File: config.mk
export PLATFORM = sky130hd
export DESIGN_NAME = fir_mac_engine
export DESIGN_NICKNAME = d
export VERILOG_FILES = /design/src/rtl/fir_pkg.sv /design/src/rtl/fir_delay_line.sv /design/src/rtl/fir_mac_engine.sv
export SDC_FILE = /design/constraint.sdc
export NUM_CORES = 1
export LEC_CHECK = 0
export CAP_MARGIN = 20
export CORE_MARGIN = 2
export CORE_UTILIZATION = 60
export DETAILED_ROUTE_END_ITERATION = 7
export PLACE_DENSITY = 0.79
export SLEW_MARGIN = 0
export SYNTH_ARGS = -nofsm -noshare
export SYNTH_HDL_FRONTEND = slang
export SYNTH_SLANG_ARGS = --single-unit
File: constraint.sdc
create_clock -name CLOCK_50 -period 9.05 [get_ports CLOCK_50]
set_input_delay 1.81 -clock CLOCK_50 [delete_from_list [all_inputs] [get_ports CLOCK_50]]
set_output_delay 1.81 -clock CLOCK_50 [all_outputs]
set_load 0.02 [all_outputs]
File: src/rtl/fir_pkg.sv
// ---------------------------------------------------------------------------
// fir_pkg
// Shared definitions for the FIR MAC engine:
//   fir_state_t - sequencer states (IDLE, SHIFT, MAC, ROUND, OUT)
//   ptr_w       - index width for a table of n entries (never below 1 bit)
//   acc_w       - accumulator width that cannot wrap over all taps
//   round_sat   - round-half-up, arithmetic shift by frac, clamp to out_w
// ---------------------------------------------------------------------------
package fir_pkg;

   typedef enum logic [2:0] {
      ST_IDLE,
      ST_SHIFT,
      ST_MAC,
      ST_ROUND,
      ST_OUT
   } fir_state_t;

   function automatic int ptr_w(input int n);
      return (n <= 1) ? 1 : $clog2(n);
   endfunction

   // Product width plus one growth bit per doubling of the tap count.
   function automatic int acc_w(input int dw, input int cw, input int taps);
      return dw + cw + $clog2(taps);
   endfunction

   // Works on a 64-bit signed carrier so one function serves every
   // parameterisation; the caller truncates the clamped value to out_w.
   function automatic logic signed [63:0] round_sat(input logic signed [63:0] a,
                                                   input int frac,
                                                   input int out_w);
      logic signed [63:0] r;
      logic signed [63:0] hi;
      logic signed [63:0] lo;
      r = a;
      if (frac > 0) r = (a + (64'sd1 <<< (frac - 1))) >>> frac;
      hi = (64'sd1 <<< (out_w - 1)) - 64'sd1;
      lo = -hi - 64'sd1;
      if (r > hi)      r = hi;
      else if (r < lo) r = lo;
      return r;
   endfunction

endpackage

File: src/rtl/fir_delay_line.sv
// ---------------------------------------------------------------------------
// fir_delay_line
// CH independent circular sample histories of TAPS entries each.
//   clk, rst_n      - clock, async active-low reset (clears samples and ptrs)
//   wr_en/wr_ch     - push wr_data into channel wr_ch, advancing its pointer
//   rd_ch/rd_k      - combinational read of x[n-k] for channel rd_ch, where
//                     x[n] is the most recently pushed sample
// ---------------------------------------------------------------------------
module fir_delay_line
   import fir_pkg::*;
#(
   parameter int DATA_W = 8,
   parameter int TAPS   = 16,
   parameter int CH     = 1,
   localparam int CW    = ptr_w(CH),
   localparam int PW    = ptr_w(TAPS)
) (
   input  logic              clk,
   input  logic              rst_n,
   input  logic              wr_en,
   input  logic [CW-1:0]     wr_ch,
   input  logic [DATA_W-1:0] wr_data,
   input  logic [CW-1:0]     rd_ch,
   input  logic [PW-1:0]     rd_k,
   output logic [DATA_W-1:0] rd_data
);

   logic [CH-1:0][TAPS-1:0][DATA_W-1:0] mem_q;
   logic [CH-1:0][PW-1:0]               wp_q;
   logic [PW:0]                         sum;
   logic [PW-1:0]                       idx;

   // The write pointer already points past x[n], so x[n-k] sits at
   // wp-1-k modulo TAPS. Adding TAPS first keeps the sum non-negative,
   // and one conditional subtract folds it back for any TAPS.
   always_comb begin
      sum = {1'b0, wp_q[rd_ch]} + (PW+1)'(TAPS - 1) - {1'b0, rd_k};
      idx = (sum >= (PW+1)'(TAPS)) ? PW'(sum - (PW+1)'(TAPS)) : PW'(sum);
   end

   assign rd_data = mem_q[rd_ch][idx];

   always_ff @(posedge clk or negedge rst_n) begin
      if (!rst_n) begin
         mem_q <= '0;
         wp_q  <= '0;
      end else if (wr_en) begin
         mem_q[wr_ch][wp_q[wr_ch]] <= wr_data;
         wp_q[wr_ch] <= (wp_q[wr_ch] == PW'(TAPS - 1)) ? '0 : wp_q[wr_ch] + 1'b1;
      end
   end

endmodule

File: src/rtl/fir_mac_engine.sv
// ---------------------------------------------------------------------------
// fir_mac_engine
// Multi-channel FIR sample processor with one time-shared MAC.
//   CLOCK_50     - clock, rising edge
//   rst          - async active-low reset
//   data_ready   - sample strobe, accepted on its rising edge when idle
//   ch_sel, inp  - channel and signed sample captured on accept
//   coef_we/coef_addr/coef_data - coefficient write, honoured when idle
//   overrun_clr  - clears the sticky overrun flag (a new drop wins)
//   outp, out_ch - rounded/saturated result and its channel, held
//   out_valid    - one-cycle pulse when outp/out_ch update
//   busy         - high from the cycle after accept through out_valid
//   overrun      - sticky: a strobe edge arrived while busy and was dropped
// Sequence per sample: SHIFT (1) -> MAC (TAPS) -> ROUND (1) -> OUT (1);
// out_valid rises TAPS+3 cycles after the accept cycle.
// ---------------------------------------------------------------------------
module fir_mac_engine
   import fir_pkg::*;
#(
   parameter int DATA_W = 8,
   parameter int COEF_W = 16,
   parameter int FRAC   = 14,
   parameter int TAPS   = 16,
   parameter int CH     = 1,
   parameter int OUT_W  = 8,
   localparam int CW    = ptr_w(CH),
   localparam int PW    = ptr_w(TAPS)
) (
   input  logic              CLOCK_50,
   input  logic              rst,
   input  logic              data_ready,
   input  logic [CW-1:0]     ch_sel,
   input  logic [DATA_W-1:0] inp,
   input  logic              coef_we,
   input  logic [PW-1:0]     coef_addr,
   input  logic [COEF_W-1:0] coef_data,
   input  logic              overrun_clr,
   output logic [OUT_W-1:0]  outp,
   output logic              out_valid,
   output logic [CW-1:0]     out_ch,
   output logic              busy,
   output logic              overrun
);

   localparam int ACC_W  = acc_w(DATA_W, COEF_W, TAPS);
   localparam int PROD_W = DATA_W + COEF_W;
   localparam logic [COEF_W-1:0] COEF_ONE = COEF_W'(1) << FRAC;

   fir_state_t state_q, state_nxt;

   logic                     dr_q;
   logic                     strobe;
   logic                     accept;
   logic                     drop;
   logic [CW-1:0]            ch_in;
   logic signed [DATA_W-1:0] smp_q;
   logic [CW-1:0]            ch_q;
   logic [PW-1:0]            k_q;
   logic signed [ACC_W-1:0]  acc_q;
   logic signed [COEF_W-1:0] coef_q [TAPS];
   logic signed [DATA_W-1:0] tap_x;
   logic signed [PROD_W-1:0] prod;

   // Rising-edge detect against the registered strobe, so a held strobe
   // yields a single event.
   assign strobe = data_ready & ~dr_q;
   assign busy   = (state_q != ST_IDLE);
   assign accept = strobe & ~busy;
   assign drop   = strobe & busy;
   assign ch_in  = (int'(ch_sel) < CH) ? ch_sel : '0;

   // Operands widened to the full product width before multiplying so the
   // signed product is exact.
   assign prod = PROD_W'(tap_x) * PROD_W'(coef_q[k_q]);

   fir_delay_line #(
      .DATA_W (DATA_W),
      .TAPS   (TAPS),
      .CH     (CH)
   ) u_dly (
      .clk     (CLOCK_50),
      .rst_n   (rst),
      .wr_en   (state_q == ST_SHIFT),
      .wr_ch   (ch_q),
      .wr_data (smp_q),
      .rd_ch   (ch_q),
      .rd_k    (k_q),
      .rd_data (tap_x)
   );

   always_ff @(posedge CLOCK_50 or negedge rst) begin
      if (!rst) state_q <= ST_IDLE;
      else      state_q <= state_nxt;
   end

   always_comb begin
      state_nxt = state_q;
      unique case (state_q)
         ST_IDLE:  if (accept) state_nxt = ST_SHIFT;
         ST_SHIFT: state_nxt = ST_MAC;
         ST_MAC:   if (k_q == PW'(TAPS - 1)) state_nxt = ST_ROUND;
         ST_ROUND: state_nxt = ST_OUT;
         ST_OUT:   state_nxt = ST_IDLE;
         default:  state_nxt = ST_IDLE;
      endcase
   end

   // Datapath. The rounded result is registered at the end of ROUND so
   // that outp and out_valid are presented together during OUT.
   always_ff @(posedge CLOCK_50 or negedge rst) begin
      if (!rst) begin
         dr_q      <= 1'b0;
         smp_q     <= '0;
         ch_q      <= '0;
         k_q       <= '0;
         acc_q     <= '0;
         outp      <= '0;
         out_ch    <= '0;
         out_valid <= 1'b0;
         overrun   <= 1'b0;
      end else begin
         dr_q      <= data_ready;
         out_valid <= 1'b0;
         if (accept) begin
            smp_q <= inp;
            ch_q  <= ch_in;
         end
         unique case (state_q)
            ST_SHIFT: begin
               acc_q <= '0;
               k_q   <= '0;
            end
            ST_MAC: begin
               acc_q <= acc_q + ACC_W'(prod);
               k_q   <= k_q + 1'b1;
            end
            ST_ROUND: begin
               outp      <= OUT_W'(round_sat(64'(acc_q), FRAC, OUT_W));
               out_ch    <= ch_q;
               out_valid <= 1'b1;
            end
            default: ;
         endcase
         if (drop)             overrun <= 1'b1;
         else if (overrun_clr) overrun <= 1'b0;
      end
   end

   // Coefficients are frozen while a sample is in flight; a write landing
   // on the accept edge is therefore already in place for the MAC.
   always_ff @(posedge CLOCK_50 or negedge rst) begin
      if (!rst) begin
         for (int i = 0; i < TAPS; i++) coef_q[i] <= '0;
         coef_q[0] <= COEF_ONE;
      end else if (coef_we && !busy) begin
         coef_q[coef_addr] <= coef_data;
      end
   end

endmodule
### Yosys cells after proc, flatten, opt, wreduce, memory -nomap -nowiden

Index checks and enable logic that the tools add are counted.

* bitwise logic cells: 7
* $lt $le $gt $ge: 12
* muxes and demuxes: 30
* $mul: 1
* reductions and logical operators: 10
* $add $sub $neg: 7
* eq/ne operators: 7

Operators with widths (count)
* $bwmux 256: 1
* $mux 128: 2
* $bwmux 128: 1
* $bmux 16 s4: 1
* $demux 16 s4: 1
* $gt 64x8->1 const B: 1
* $lt 64x8->1 const B: 1
* $mux 64: 1
* $pmux 28 s2: 1
* $mux 16: 3
* $bmux 8 s4: 1
* $demux 8 s4: 1
* $mux 8: 4
* $add 28x15->29 const B: 1
* $add 28x24->28: 1
* $mul 8x16->24: 1
* $mux 4: 4
* $ge 5x5->1 const B: 3
* $pmux 3 s4: 1
* $lt 4x5->1 const B: 2
* $not 4->5: 2
* $add 4x1->4 const B: 2
* $eq 4x4->1 const B: 2
* $pmux 4 s2: 1
* other kinds (21): 35

* output and inout port bits: 12
* word-level logic and storage cells: 117
* register bits: 444

### Logic depth before layout (Yosys ltp)

* word-level depth: 11
* depth in mapped cells: 33
* depth with buffers taken out: 27

### Modules after synthesis

A second synthesis with hierarchy kept.

* cells, all modules: 1971
* area, all modules: 26031.2 um^2

Modules (own cells, without submodules)
* fir_mac_engine: cells each 1473, area each 19560.0 um^2, times used 1
* fir_delay_line: cells each 498, area each 6471.2 um^2, times used 1

### Least setup slack after synthesis

No wires, ideal clock.

* path type: register to register
* from: reg k_q[0]
* to: reg acc_q[26]
* library setup time: 0.069 ns
* setup slack: 1.061 ns
* clock period less this slack: 7.989 ns
* arrival time: 7.920 ns
* data required time: 8.981 ns
* cell stages (with the launch flop): 30
* cell sequence: dfrtp_1 -> buf_2 -> buf_2 -> buf_2 -> inv_1 -> ha_1 -> inv_1 -> fa_1 -> buf_2 -> buf_2 -> mux4_2 -> mux2i_1 -> a21oi_1 -> buf_2 -> and2_1 -> fa_1 -> fa_1 -> fa_1 -> inv_1 -> fa_1 -> inv_1 -> ha_1 -> ha_1 -> clkbuf_1 -> nand3_1 -> or4b_1 -> a21oi_1 -> a211oi_1 -> or4_1 -> nand3_1

* longest elaborated chain between the ends: 8
* elaborated cells on any way between the ends: 13
* those cells by class: add/sub (3); mul (1); order compare (1); mux (7); bitwise (1)

Ends and longest elaborated chain
* from (decl): RTL line fir_mac_engine.sv:58 `logic [PW-1:0] k_q;`
* from (signal assigned): RTL line fir_mac_engine.sv:135 `k_q <= k_q + 1'b1;`
* $sub 5x4->5: RTL line fir_delay_line.sv:37 `sum = {1'b0, wp_q[rd_ch]} + (PW+1)'(TAPS - 1) - {1'b0, rd_k};`
* $sub 4x1->4 / $ge 5x5->1 (equally long branches): RTL line fir_delay_line.sv:38 `idx = (sum >= (PW+1)'(TAPS)) ? PW'(sum - (PW+1)'(TAPS)) : PW'(sum);`
* $mux 4: RTL line fir_delay_line.sv:38
* $bmux 8 s4: RTL line fir_delay_line.sv:41 `assign rd_data = mem_q[rd_ch][idx];`
* $mux 8 (implied by the code): RTL line fir_delay_line.sv:41
* $mul 8x16->24 (*): RTL line fir_mac_engine.sv:74 `assign prod = PROD_W'(tap_x) * PROD_W'(coef_q[k_q]);`
* $add 28x24->28 (*): RTL line fir_mac_engine.sv:134 `acc_q <= acc_q + ACC_W'(prod);`
* $pmux 28 s2 (*): RTL line fir_mac_engine.sv:128 `unique case (state_q)`
* to (signal assigned): RTL line fir_mac_engine.sv:134
* to (decl): RTL line fir_mac_engine.sv:59 `logic signed [ACC_W-1:0] acc_q;`

Every way passes the cells marked *; elsewhere a longest branch is shown, timed or not. The select of a mux whose other input is x is not followed.
A chain may end at the register's enable or synchronous reset.

### Worst setup path after layout

* from: reg k_q[1]
* to: reg acc_q[27]

Same word-level chain as after synthesis.

==> summary.md <==
| Metric | Value |
|---|---|
| Placed cells | `2460` |
| Final hold viol count | `0` |
| RSZ-0062 raised after global routing | `false` |
| Status | `finished clean` |
| Area of the multi-input gates | `13800 sq um` |
| Avg Cell Area, Syn | `13.3 sq um` |
| Startpoint types | `flip-flop` |
| Root buf cell | `clkbuf_16` |
| First-pass GRT wire length | `90.7 mm` |
| Critical Path AT | `8.67 ns` |
| Post-Syn Instances | `1949` |
| Wirelength, routed | `55.6 mm` |
| Post-route clock period utilization | `91.0%` |
| Max Fclk | `0.121 GHz` |
| Layout area overhead | `9.87%` |
| Worst R2R Setup Slack | `0.81 ns` |
| Element type at the critical path end | `flip-flop` |
| Top-area cell type share of the netlist area | `42.6%` |
| Vias per cell | `6.06` |
| Synth warn | `0` |
| Ys flop type | `dfrtp_1` |
| Slowest CP cell | `buf_4` |
| Worst EP required | `9.48 ns` |
| Worst-case clock buffer depth | `3` |
| Post-CTS resize count | `0` |
| Core Area | `42800 sq um` |
| Cell repeated most along the worst path | `fa_1` |
| # setup viols final | `0` |
| Largest net degree at the start of global routing | `169` |
| Fill count | `3014` |
| Synthesized area | `25900 sq um` |
| Clock skew | `0.0221 ns` |
| Layout cell share with drive strength beyond 1 | `32.7%` |
| First-pass detailed-route iteration total | `8` |
| Fraction of registers with async set/reset | `100%` |
| Fin crit period | `8.24 ns` |
| Routed Antenna Nets | `0` |
| Top cells by area, synth | `dfrtp_1 (43%), mux2_2 (18%), fa_1 (11%)` |
| DRC | `0` |
| Worst R2R End | `acc_q[27]$_DFFE_PN0P_` |
| CP Max Fanout | `67` |
| Initial antenna violation count | `0` |
| Worst reg2reg path startpoint | `k_q[1]$_DFFE_PN0P_` |
| Post-CTS setup buffer count | `0` |
| Die Height | `212 um` |
| Crit path to | `acc_q[27]$_DFFE_PN0P_` |
| Commonest cells post-synth | `dfrtp_1 (441), mux2_2 (412), fa_1 (146), inv_1 (139), nor2_1 (104)` |
| Worst-Margin Slew | `1.16 ns` |
| Final hold slack | `0.498 ns` |
| I/O pins | `46` |
| Worst reg2reg path depth | `26` |
| DR iter-0 viols | `1038` |
| Max Transition Viols Final | `0` |
| MaxCap Viol Count | `0` |
| Via count | `15.5k` |
| Setup crit start | `k_q[1]$_DFFE_PN0P_` |
| Nets@finish | `2215` |
| Hold Buf Count CTS | `0` |
| Diode count | `0` |
| GR Util All Layers | `26.2%` |
| Post-synth EDFFs | `0` |
| Die X | `212 um` |
| Die ar. | `44800 sq um` |
| CP Class | `reg2reg` |
| I/O Buffers | `43` |
| GRT overflow | `0` |
| CTS Buf Count | `46` |
| Row cnt | `76` |
| Seq cells post-synth | `442` |
| Gpl congestion | `0.867` |
| Non-filler cells, final | `2549` |
| CTS sink count | `442` |
| TritonCTS clock tree | `yes` |
| Worst Hold Class | `reg2reg` |
| Clock Pin Slew Worst Setup and Hold Paths | `0.06 ns` |
| Number of global-route vias before repair | `16.9k` |
| Yosys top cell by area | `dfrtp_1` |
| Net count after synthesis | `2199` |
| Setup_tns | `0 ns` |
| Most common cell in the synthesized netlist | `dfrtp_1` |
| Seq/Total Area, Yosys | `42.7%` |
| Max-slew headroom | `22.4%` |
| DP HPWL | `37.5 mm` |
| Starting Density | `60.5%` |
| Crit-path max cell delay | `0.78 ns` |
| Cell variety after synth | `76` |
| H-tree depth | `2` |
| Drt wl/cell | `21.8 um` |
| Clk Latency, worst-skew pair | `0.59 ns` |
| Storage cell area | `11100 sq um` |
-- registers in the layout, summed over array words and instances, names as in the netlist --
name         count
coef_q         256
u_dly.mem_q    128
acc_q           28
outp             8
smp_q            8
k_q              4
u_dly.wp_q       4
state_q          3
dr_q             1
out_valid        1
overrun          1
-- worst max-delay path, delay by kind of cell (launching register included) --
kind	cells	cell delay, ns
simple gates	1	0.72
flops	1	0.39
fa+ha+maj	7	3.15
buf+inv	6	1.52
compound gates	10	1.97
xor+xnor	2	0.30
-- layer usage --
metal	track usage (%)	part of all wire (%)	wire (um)	vias up
li1	-	-	-	6860
met3	4.17	4.5	2500	100
met1	35.4	43	23600	8154
met2	44.4	51	28200	339
met4	7.80	2.2	1200	0
met5	0	0	0	-
-- cell type report --
cell class	count	area share [%]
timing repair buffer	77	2.70
clock buffer	62	4.65
inverter	140	1.85
tap	546	2.40
sequential	442	38.9
clock inverter	24	0.902
multi-input combinational	1258	48.6
-- per-stage QoR --
stage               area, sq um  setup slack (ns)  util (%)
floorplan                 25900              1.06         -
global placement          26800             0.893      62.6
detailed placement        26800             0.816      62.6
CTS                       28400             0.737      66.3
global route              28400             0.303      66.5
finish                    28400             0.813      66.5
-- cells in the final DEF (no fill, tap or decap), drive strengths merged, types with 10 or more instances in the layout --
master,instances
xnor2,25
clkinv,14
clkdlybuf4s50,42
o22ai,13
nand2b,28
mux2,414
mux4,98
inv,142
nor2b,17
nand2,91
xor2,15
nor3,15
dfrtp,441
nor2,105
a21oi,29
a211oi,12
fa,146
o21ai,48
buf,35
nand3,21
a21o,10
mux2i,22
nand4,10
ha,70
clkbuf,62
-- worst min path at each step --
stage	startpoint	end	slack, ns	depth (start not counted)
3_3_place_gp	coef_q[253]$_DFFE_PN0P_	coef_q[253]$_DFFE_PN0P_	0.46	1
5_1_grt	coef_q[86]$_DFFE_PN0P_	coef_q[86]$_DFFE_PN0P_	0.51	1
4_1_cts	coef_q[209]$_DFFE_PN0P_	coef_q[209]$_DFFE_PN0P_	0.50	1
2_1_floorplan	coef_q[253]$_DFFE_PN0P_	coef_q[253]$_DFFE_PN0P_	0.45	1
6_report	coef_q[209]$_DFFE_PN0P_	coef_q[209]$_DFFE_PN0P_	0.50	1
3_5_place_dp	coef_q[209]$_DFFE_PN0P_	coef_q[209]$_DFFE_PN0P_	0.49	1
-- cell families after synthesis --
logic type | synth area share (%)
fa+ha+maj | 14.7
other cells | 0.0145
buf+inv | 3.98
compound gates | 3.75
simple gates | 6.09
mux | 27.4
flops | 42.7
xor+xnor | 1.35
Power is not shown: default switching activity piles up to over one toggle a cycle in this logic, so the estimate is an artifact.
==> variant 1: new RTL, config.mk and constraints unchanged <==
`TAPS` is set to 16 in 2 places; all go to 8.
--- a/src/rtl/fir_delay_line.sv
+++ b/src/rtl/fir_delay_line.sv
@@ -11,5 +11,5 @@
 #(
    parameter int DATA_W = 8,
-   parameter int TAPS   = 16,
+   parameter int TAPS   = 8,
    parameter int CH     = 1,
    localparam int CW    = ptr_w(CH),
--- a/src/rtl/fir_mac_engine.sv
+++ b/src/rtl/fir_mac_engine.sv
@@ -21,5 +21,5 @@
    parameter int COEF_W = 16,
    parameter int FRAC   = 14,
-   parameter int TAPS   = 16,
+   parameter int TAPS   = 8,
    parameter int CH     = 1,
    parameter int OUT_W  = 8,
Interface: changed (resized coef_addr); port bits go from 46 to 45. The function was not compared with the original's and may differ.
==> variant 1 against the unedited design <==
Sequential cell count down 195; area after synthesis down 36%; first-iteration DRC count down 33%; worst setup slack better by 0.60 ns; clock skew up 0.0052 ns; design area down 36%; routed wire length down 37%; synthesized cell count down 33%.
Power is left out: the tool's default activity adds up to more than one toggle a clock period on the data nets, which glitch-free logic cannot reach.
==> variant 1: results (changes against the unedited design) <==
status finished, final reports clean; first drt pass iteration count 5 (-3); CP peak stage delay 0.64 ns (-0.14 ns); met3 Use GR 0.0388 (-0.00285); routed wl met2 17500 um (-38%); largest net degree at the start of global routing 136 (-20%); Synth Area in Compound Gates 0.0396 (+0.00210); Setup Fix Bufs, Post-CTS 0 (unchanged); CTS Buffer Depth 3 (unchanged); Top Registers coef_q (128), u_dly.mem_q (64), acc_q (27); vias in the first global route 10900 (-35%); adder-cell share of the synthesized area 0.220 (+0.0732); global-route wire length before repair 56700 um (-37%); largest cells by area after synthesis dfrtp_1 37%, fa_1 17%, mux2_2 14%, ha_1 5.0%, mux4_2 4.5%; share of layout cells above drive strength 1 0.232 (-0.0952); CP max-delay cell mux2i_4; initial antenna violation count 1 (+1); Worst EP arrival 8.01 ns (-0.66 ns); crit path time final 7.64 ns (-0.599 ns); GRT Total Usage 0.251 (-0.0115); Area after DPL 17300 um2 (-35%); Worst slew margin 0.235 (+0.0109); wire length on met3 1810 um (-28%); GR Layer Usage met2 0.430 (-0.0140); H-tree Lvls 1 (-1); Starting DRT DRC Count 698 (-33%); XOR/XNOR share of the synthesized area 0.0202 (+0.00668); Place WS 1.30 ns (+0.485 ns); FF-to-FF setup slack 1.41 ns (+0.60 ns); top cell type's share of synthesized area 0.371 (-0.0552); final clock skew 0.0273 ns (+0.00517 ns); WL/cell 20.3 um (-6.8%); fill count 1940 (-36%); multiplexer share of the synthesized area 0.226 (-0.0479); routed vias 10200 (-34%); Post-synth top cells 246 x dfrtp_1, 202 x mux2_2, 141 x fa_1; met1 GRT Util 0.343 (-0.0107); worst hold slack 0.462 ns (-0.0357 ns); Final #Nets 1593 (-28%); CP Max Fanout 17 (-75%); # port buffers 42 (-2.3%); final RePlAce weighted congestion 0.909 (+4.8%); average size of a mapped cell 12.6 um2 (-4.9%); vias per inst 5.98 (-1.4%); Crit path max-delay family adder cells; CTS Buf Count 26 (-43%); post-synthesis sequential area ratio 0.373 (-0.0546); Detailed Place HPWL 24400 um (-35%); # placed instances 1663 (-32%); M1 WL 15000 um (-36%); Synth cell types 61 (-20%)
[variant 1: changes by cell type in the layout (fill, tap and decap cells not counted), sizes merged, moves of 10 or more]
cell,unedited run,this run
clkbuf,62,40
buf,35,21
a21oi,29,17
clkinv,14,4
inv,142,123
nand2,91,75
dfrtp,441,246
mux4,98,48
mux2,414,202
o21ai,48,35
[variant 1: final timing paths]
check,startpoint,to,cells past startpoint
setup reg to reg,u_dly.wp_q[0],acc_q[15],23
min in group asynchronous,rst,acc_q[24],1
max in group asynchronous,rst,overrun,2
hold reg to reg,outp[0],outp[0],2
hold / removal,outp[0],outp[0],2
setup / recovery,u_dly.wp_q[0],acc_q[15],23
[variant 1: final cells by class]
class                      instances  area (um2)  share of cell area
sequential                       247        6180               0.340
tap                              341         427              0.0235
timing repair buffer              62         603              0.0332
clock inverter                     7        87.6             0.00482
multi-input combinational        893        9660               0.531
inverter                         123         462              0.0254
clock buffer                      40         764              0.0420
antenna                            1        2.50            0.000138
==> variant 2: new RTL, config.mk and constraints unchanged <==
Without the edit above. Reset style: synchronous (`rst` and `rst_n`), changed in 4 clocked blocks. Comments in the files are not updated.
--- a/src/rtl/fir_delay_line.sv
+++ b/src/rtl/fir_delay_line.sv
@@ -41,5 +41,5 @@
    assign rd_data = mem_q[rd_ch][idx];
 
-   always_ff @(posedge clk or negedge rst_n) begin
+   always_ff @(posedge clk) begin
       if (!rst_n) begin
          mem_q <= '0;
--- a/src/rtl/fir_mac_engine.sv
+++ b/src/rtl/fir_mac_engine.sv
@@ -89,5 +89,5 @@
    );
 
-   always_ff @(posedge CLOCK_50 or negedge rst) begin
+   always_ff @(posedge CLOCK_50) begin
       if (!rst) state_q <= ST_IDLE;
       else      state_q <= state_nxt;
@@ -108,5 +108,5 @@
    // Datapath. The rounded result is registered at the end of ROUND so
    // that outp and out_valid are presented together during OUT.
-   always_ff @(posedge CLOCK_50 or negedge rst) begin
+   always_ff @(posedge CLOCK_50) begin
       if (!rst) begin
          dr_q      <= 1'b0;
@@ -149,5 +149,5 @@
    // Coefficients are frozen while a sample is in flight; a write landing
    // on the accept edge is therefore already in place for the MAC.
-   always_ff @(posedge CLOCK_50 or negedge rst) begin
+   always_ff @(posedge CLOCK_50) begin
       if (!rst) begin
          for (int i = 0; i < TAPS; i++) coef_q[i] <= '0;
Function: differs if rst is asserted again (counterexample within 4 cycles, from zero or initial values and one cycle with rst low); with rst held inactive, the same outputs for 4 cycles.
==> variant 2 against the unedited design <==
Core utilization rose by 0.21 points; clock skew rose by 0.012 ns; sequential cell count rose by 4; synthesized cell count rose by 11%; area after synthesis rose by 0.73%; sequential share of layout area rose by 1.2 points; worst setup slack improved by 0.16 ns; largest cell class unchanged; routed wire length fell by 0.77%; global-route usage fell by 0.62 points; critical endpoint is now acc_q[26]; count of clock-buffer cells in the layout fell by 6; design area rose by 0.77%.
Power is left out: it rests on default switching activity, and per cell area and clock period it moved more than threefold.
==> variant 2: results (changes against the unedited design) <==
adder-cell share of the synthesized area 0.146 (-0.00106); FF-to-FF setup slack 0.97 ns (+0.16 ns); Final Non-Filler Cells 2786 (+9.3%); Starting DRT DRC Count 1189 (+15%); global-route wire length before repair 89200 um (-1.7%); post-synthesis sequential area ratio 0.441 (+0.0134); HP Start acc_q[12]; EDFF count, synth 256 (+256); Synth Area in Compound Gates 0.0420 (+0.00453); max-cap viol count 0 (unchanged); vias in the first global route 16900 (+0.15%); Worst Reg-to-Reg Cells 25 (-3.8%); final RePlAce weighted congestion 0.858 (-1.1%); initial antenna violation count 0 (unchanged); Hold Path Sink acc_q[12]; Clk pin slew, worst setup/hold paths 0.06 ns (about the same); Synth cell types 66 (-13%); CP peak stage delay 0.81 ns (+0.03 ns); Async SR Flop Fraction 0 (-1.00); Top Registers coef_q (256), u_dly.mem_q (128), acc_q (28); top_reg_cell synth edfxtp_1; H-tree Lvls 2 (unchanged); CTS Buf Count 46 (unchanged); share of layout cells above drive strength 1 0.125 (-0.202); Final period util 0.893 (-0.0175); final clock skew 0.0340 ns (+0.0118 ns); Area after DPL 27000 um2 (+0.89%); Worst-Skew Late Latency 0.61 ns (+0.02 ns); worst hold slack 0.465 ns (-0.0325 ns); first drt pass iteration count 5 (-3); Hold Path Depth 2 (+1); Place WS 1.06 ns (+0.249 ns); average size of a mapped cell 12.1 um2 (-9.2%); largest net degree at the start of global routing 97 (-43%); multiplexer share of the synthesized area 0.156 (-0.118); GRT Total Usage 0.256 (-0.00623); # rows 76 (unchanged); worst r2r src u_dly.wp_q[0]; routed vias 16000 (+3.3%); Worst slew margin 0.269 (+0.0451); clk root buf clkbuf_16; RR Endpoint acc_q[26]; post-synth net total 2411 (+9.6%); CP max-delay cell xor2_2; Routed WL 55100 um (-0.77%); status finished, final reports clean; CP Max Fanout 12 (-82%); largest cells by area after synthesis edfxtp_1 29%, dfxtp_1 15%, fa_1 11%, mux4_2 8.5%, and2_1 6.4%; XOR/XNOR share of the synthesized area 0.0144 (+0.000862); Post-synth top cells 266 x and2_1, 256 x edfxtp_1, 190 x dfxtp_1; Detailed Place HPWL 38800 um (+3.3%); # placed instances 2701 (+9.8%)
-- variant 2: cell count changes in the layout (fill, tap and decap cells not counted), sizes merged, moves of 15 or more --
cell / before / now
dfxtp: 0 / 190
nor2b: 17 / 169
o21ai: 48 / 66
mux2i: 22 / 162
edfxtp: 0 / 256
a22oi: 0 / 15
dfrtp: 441 / 0
and2: 7 / 267
mux2: 414 / 22
-- variant 2: layout make-up --
| cell class | count | area [um2] |
|---|---|---|
| clock buffer | 56 | 1230 |
| clock inverter | 29 | 400 |
| fill | 3121 | 14300 |
| inverter | 133 | 499 |
| multi-input combinational | 1451 | 13500 |
| sequential | 446 | 11500 |
| tap | 585 | 732 |
| timing repair buffer | 86 | 776 |
-- variant 2: metal layers --
layer | vias up | routed length, um | global-route usage
li1 | 7411 | - | -
met1 | 7987 | 23200 | 0.339
met2 | 473 | 27700 | 0.443
met3 | 85 | 3130 | 0.0394
met4 | 0 | 1070 | 0.0673
met5 | - | 0 | 0
